### config.mk
export PLATFORM = sky130hd
export DESIGN_NAME = bus_arbiter
export DESIGN_NICKNAME = d
export VERILOG_FILES = /design/src/rtl/bus_arbiter.sv
export SDC_FILE = /design/constraint.sdc
export NUM_CORES = 1
export LEC_CHECK = 0
export ABC_AREA = 1
export CORE_MARGIN = 1.5
export CORE_UTILIZATION = 30
export DETAILED_ROUTE_END_ITERATION = 16
export DONT_BUFFER_PORTS = 1
export GPL_TIMING_DRIVEN = 0
export PLACE_DENSITY = 0.45
export SLEW_MARGIN = 30
export SYNTH_ARGS = -nofsm -noshare
export SYNTH_HDL_FRONTEND = slang
export SYNTH_SLANG_ARGS = --single-unit
### constraint.sdc
create_clock -name clock -period 4.06 [get_ports clock]
set_clock_uncertainty 0.2 [all_clocks]
set_input_delay 0.812 -clock clock [delete_from_list [all_inputs] [get_ports clock]]
set_output_delay 0.812 -clock clock [all_outputs]
set_load 0.02 [all_outputs]
### src/rtl/bus_arbiter.sv
// bus_arbiter: CPU/device arbiter for one shared memory port with locked device bursts.
// Optional device starvation guard: define BUS_ARBITER_FAIRNESS_EN.
module bus_arbiter #(
  parameter int STARVE_LIMIT = 4
) (
  input  logic        clock,
  input  logic        reset,
  input  logic        cpu_req,
  input  logic        cpu_write,
  input  logic [15:0] cpu_address,
  input  logic [15:0] cpu_data_in,
  output logic        cpu_grant,
  output logic        cpu_stall,
  output logic        cpu_valid,
  output logic [15:0] cpu_data_out,
  input  logic        dev_req,
  input  logic        dev_write,
  input  logic        dev_lock,
  input  logic [15:0] dev_address,
  input  logic [15:0] dev_data_in,
  output logic        dev_grant,
  output logic        dev_valid,
  output logic [15:0] dev_data_out,
  output logic        mem_write_enable,
  output logic [15:0] mem_address,
  output logic [15:0] mem_data_out,
  input  logic [15:0] mem_data_in
);
  typedef enum logic [1:0] {IDLE, CPU, DEV, DEV_LOCKED} state_t;
  state_t state_q, state_d;
  logic fair_win, locked;
  logic cpu_rd_q, cpu_rd_d, dev_rd_q, dev_rd_d;
  logic [15:0] cpu_dout_q, cpu_dout_d, dev_dout_q, dev_dout_d;
`ifdef BUS_ARBITER_FAIRNESS_EN
  logic [2:0] starve_q, starve_d;
  assign fair_win = starve_q == 3'(STARVE_LIMIT);
  always_comb starve_d = (!dev_req || dev_grant) ? 3'd0 : (starve_q == 3'd7 ? starve_q : starve_q + 3'd1);
  always_ff @(posedge clock) starve_q <= reset ? 3'd0 : starve_d;
`else
  assign fair_win = STARVE_LIMIT < 0;
`endif
  // The lock only holds while dev_lock stays high; its falling cycle re-arbitrates.
  assign locked = state_q == DEV_LOCKED && dev_lock;
  always_comb begin
    cpu_grant = !reset && !locked && cpu_req && !(dev_req && fair_win);
    dev_grant = !reset && dev_req && !cpu_grant;
    cpu_stall = cpu_req && !cpu_grant;
    mem_write_enable = (cpu_grant && cpu_write) || (dev_grant && dev_write);
    mem_address = cpu_grant ? cpu_address : dev_grant ? dev_address : 16'd0;
    mem_data_out = cpu_grant ? cpu_data_in : dev_grant ? dev_data_in : 16'd0;
    state_d = (locked || (dev_grant && dev_lock)) ? DEV_LOCKED : dev_grant ? DEV : cpu_grant ? CPU : IDLE;
    cpu_rd_d = cpu_grant && !cpu_write;
    dev_rd_d = dev_grant && !dev_write;
    cpu_data_out = cpu_rd_q ? mem_data_in : cpu_dout_q;
    dev_data_out = dev_rd_q ? mem_data_in : dev_dout_q;
    cpu_dout_d = cpu_data_out;
    dev_dout_d = dev_data_out;
  end
  assign cpu_valid = cpu_rd_q;
  assign dev_valid = dev_rd_q;
  always_ff @(posedge clock) begin
    if (reset) begin
      state_q <= IDLE;
      cpu_rd_q <= 1'b0;
      dev_rd_q <= 1'b0;
      cpu_dout_q <= 16'd0;
      dev_dout_q <= 16'd0;
    end else begin
      state_q <= state_d;
      cpu_rd_q <= cpu_rd_d;
      dev_rd_q <= dev_rd_d;
      cpu_dout_q <= cpu_dout_d;
      dev_dout_q <= dev_dout_d;
    end
  end
endmodule

======== Word level (Yosys, flattened, before mapping) ========
Index checks and enable logic that the tools add are counted.
Widths: inputs -> output; s select.
storage, ports and cells
  memories kept ........................... 0
  bits in latches ......................... 0
  bits in registers ....................... 36
  memory bits (read-only) ................. 0
  logic and storage cells ................. 33
  RAM bits ................................ 0
  output and inout bits ................... 70
  bits of input ports ..................... 87
cells by class
  reduce and logical (&&, ||, !) cells .... 18
  multipliers ............................. 0
  add/sub/neg operators ................... 0
  div/mod/pow operators ................... 0
  shift-type cells ........................ 0
  multiplexer cells ....................... 9
  $lt $le $gt $ge ......................... 0
  bitwise logic cells ..................... 0
  eq/ne operators ......................... 1
operator list
  operator            number
  $mux 16             6
  $logic_and 1x1->1   11
  $logic_not 1->1     5
  $mux 2              2
  $eq 2x2->1 const B  1
  $logic_or 1x1->1    2
  $mux 1              1

======== Logic depth before layout (Yosys ltp) ========
  depth in word-level cells ............... 10
  depth in mapped cells ................... 9
  gate-level depth less buffers ........... 7

======== Least setup slack after synthesis ========
Ideal clock, no wire load.
  path kind ............................... input to output
  start point ............................. input reset
  end point ............................... output mem_data_out[10]
  required time ........................... 3.048 ns
  stages .................................. 7
  slack ................................... 1.465 ns
  arrival time ............................ 1.583 ns
  buffers on the path ..................... 2
  path through ............................ buf_6 > inv_6 > nand3_4 > inv_2 > buf_4 > nand2_1 > nand2_1
between the ends
  cells in the longest elaborated chain, start to end .. 7
  elaborated cells between the ends (all ways) .. 8
  classes of those cells .................. mux: 2; reduce/logical: 6
ends and longest elaborated chain
  element                              RTL line  RTL
  start: declaration                   7         input logic reset,
  $logic_not 1->1 (*)                  45        cpu_grant = !reset && !locked && cpu_req && !(dev_req && fair_win);
  $logic_and 1x1->1 (*) (2 in series)  45
  net cpu_grant                        12        output logic cpu_grant,
  $logic_not 1->1                      46        dev_grant = !reset && dev_req && !cpu_grant;
  $logic_and 1x1->1                    46
  $mux 16                              50        mem_data_out = cpu_grant ? cpu_data_in : dev_grant ? dev_data_in : 16'd0;
  $mux 16 (*)                          50
  end: declaration                     26        output logic [15:0] mem_data_out,
The timed path passes the listed nets; every way through them passes the cells marked *.

======== Final worst setup path ========
  start point ............................. input reset
  end point ............................... output mem_data_out[9]
The elaborated chain is that of the path after synthesis.

==> out/results.tsv <==
stage	metric	value	unit
status	status	completed	
clocking	clock sink total	36	
layout	filler instances	675	
clocking	clock buffer depth	2	
clocking	root buffer cell	clkbuf_8	
clocking	Setup Fix Bufs, Post-CTS	0	
timing	total negative slack	0	ns
synthesis	Ys Warns	0	
placed_design	detailed placer's ending HPWL	4.10	mm
synthesis	Syn Inst Count	298	
synthesis	Syn Nets	385	
layout	share of cells above drive strength 1	11.8	%
setup_path	Crit. End Element	output port	
grt	met3 Use GR	5.49	%
die	Ports	157	
clocking	CTS tree	built	
placed_design	GP Congestion	0.714	
grt	met1 Use GR	19.4	%
grt	largest net degree at the start of global routing	11	
layout	sequential cell area	721	sq um
setup_path	Worst setup SP type	primary input	
timing	Final min period	2.72	ns
synthesis	Seq/Total Area, Yosys	38.4	%
timing	Hold WS	0.267	ns
power_and_ir_drop	peak supply drop	0.161	mV
placed_design	Cell Area, Placed	1970	sq um
grt	first-pass GRT wire length	6.86	mm
grt	total grt overflow	0	
die	total core area	5990	sq um
placed_design	DP Cell Count	373	
timing	Slew @ Worst Pin	0.652	ns
route	Via-to-Cell Ratio	4.52	
setup_path	Worst EP arrival	1.70	ns
grt	met2 global-route usage	18.9	%
power_and_ir_drop	Leak	1.08	nW
grt	initial antenna violation count	0	
timing	Max Clock Freq	368	MHz
route	initial DRC count	83	
timing	Relative slew margins	56.2	%
synthesis	Cell Area, Synth	1880	sq um
grt	gr busiest metal	met1	
layout	multi-input logic area	992	sq um
setup_path	crit-path max FO	10	
die	Die Span X	82.1	um
timing	final worst path period share	66.9	%
route	routed vias	1724	
hold_path	Hold Path Class	reg -> reg	
synthesis	Seq cells post-synth	36	
layout	Finished Layout Cells	381	
timing	Fin. Hold Viols	0	
die	die area	6740	sq um
timing	Setup Viol. Count Final	0	
route	DRT Pass-1 Iters	4	
clocking	Post-CTS Hold Fix Bufs	0	
layout	Nets	392	
grt	number of global-route vias before repair	1387	
placed_design	I/O Buffers	0	
clocking	htree depth	2	
setup_path	CP required	3.05	ns
run	max-cap check violation count	0	
grt	GRT Overall Usage	13.7	%
power_and_ir_drop	power per cell area	375	nW/um^2
setup_path	Crit Path Category	in -> out	
die	Starting Density	31.3	%
timing	count of final max-slew check failures	0	
synthesis	library cells used by synthesis	20	
route	DRC viols	0	
timing	RSZ-0062 raised after global routing	no	
clocking	Clk pin slew, worst setup/hold paths	0.07	ns
layout	final non-filler cell area	2060	sq um
route	Routed WL	5.09	mm
layout	Final Core Density	34.4	%
die	DIE HEIGHT	82.1	um
layout	Inserted Diodes	0	
route	Routed Antenna Nets	0	
synthesis	most area-consuming cells after synthesis	dfxtp_1 (38%), nand2_1 (37%), a21oi_1 (8.5%)	
synthesis	mean post-synth cell area	6.30	sq um
clocking	clock insertion delay at the later pin of the skew report	0.28	ns
layout	Area growth, synth to finish	9.80	%
synthesis	Yosys top cell area share	38.4	%
synthesis	area leader, netlist	dfxtp_1	
clocking	CTS-repair resized insts	0	
route	WL/cell	13.4	um
clocking	CTS buffer count	5	
die	Core Rows	28	
worst max-delay path, stage by stage:
cell and delay (ns):
buf_6 0.12, inv_6 0.06, nand3_4 0.11, inv_2 0.13
buf_4 0.21, nand2_1 0.07, nand2_1 0.18
path summary, 6_finish.rpt:
check | from | end | slack [ns] | depth (start not counted)
worst min register to register | cpu_dout_q[8] | cpu_dout_q[8] | 0.27 | 2
worst max-delay path | reset | mem_data_out[9] | 1.34 | 7
worst min-delay path | cpu_dout_q[8] | cpu_dout_q[8] | 0.27 | 2
worst max register to register | dev_valid | dev_dout_q[10] | 2.50 | 5
cells in the final DEF (no fill, tap or decap):
| master | synthesis | final |
|---|---|---|
| inv_6 | 1 | 1 |
| dfxtp_1 | 36 | 36 |
| o21ai_0 | 2 | 2 |
| nand3_2 | 1 | 1 |
| nand2_4 | 1 | 1 |
| clkbuf_8 | 0 | 6 |
| buf_12 | 1 | 1 |
| buf_4 | 5 | 5 |
| nand3_4 | 1 | 1 |
| inv_1 | 5 | 5 |
| nand2_1 | 186 | 186 |
| a21boi_0 | 1 | 1 |
| buf_6 | 3 | 3 |
| inv_4 | 1 | 1 |
| inv_2 | 2 | 2 |
| nor2_1 | 2 | 2 |
| buf_2 | 4 | 4 |
| a21oi_1 | 32 | 32 |
| o211ai_1 | 1 | 1 |
| clkbuf_1 | 3 | 5 |
| nand2_2 | 10 | 10 |
layout make-up:
cell class | instances | share of cell area, %
buffer | 16 | 5.95
clock buffer | 8 | 4.37
inverter | 9 | 2.00
multi-input combinational | 237 | 48.1
sequential | 36 | 35.0
tap | 75 | 4.55
flip-flops by register name, summed over array words and instances, names as in the netlist:
name	cells
cpu_dout_q	16
dev_dout_q	16
state_q	2
cpu_valid	1
dev_valid	1
layer usage:
layer	share of wire, %	up-vias
met4	0.49	0
met1	46	717
met5	0	-
li1	-	929
met2	45	74
met3	8.8	4
through the flow:
step / worst slack (ns) / power (W)
final: 1.34 / 0.000773
after global routing: 1.24 / 0.000821
after CTS: 1.33 / 0.000784
after detailed placement: 1.33 / 0.000525
after global placement: 1.33 / 0.000524
after floorplan: 1.47 / 0.000505
logic make-up (layout without fill, tap and decap cells):
| kind of cell | Yosys count | after routing | share of synthesized area (%) |
|---|---|---|---|
| compound gates | 36 | 36 | 9.87 |
| buf+inv | 25 | 33 | 8.73 |
| flops | 36 | 36 | 38.4 |
| simple gates | 201 | 201 | 43.0 |
power by group:
part	internal (W)	leakage [nW]	switching [W]	total [W]
logic	0.0000329	0.743	0.000113	0.000146
clock network	0.000138	0.0455	0.000119	0.000258
registers	0.000365	0.293	0.00000419	0.000369
total	0.000536	1.08	0.000236	0.000773
synthesized netlist by cell type:
master and number:
clkbuf_1 3, a21boi_0 1, inv_4 1, nand3_2 1, buf_6 3, buf_4 5, dfxtp_1 36, inv_1 5
buf_12 1, buf_2 4, nor2_1 2, nand2_2 10, o211ai_1 1, inv_2 2, inv_6 1, nand3_4 1
a21oi_1 32, nand2_4 1, o21ai_0 2, nand2_1 186
No activity file was read; power rests on OpenSTA's default activity.
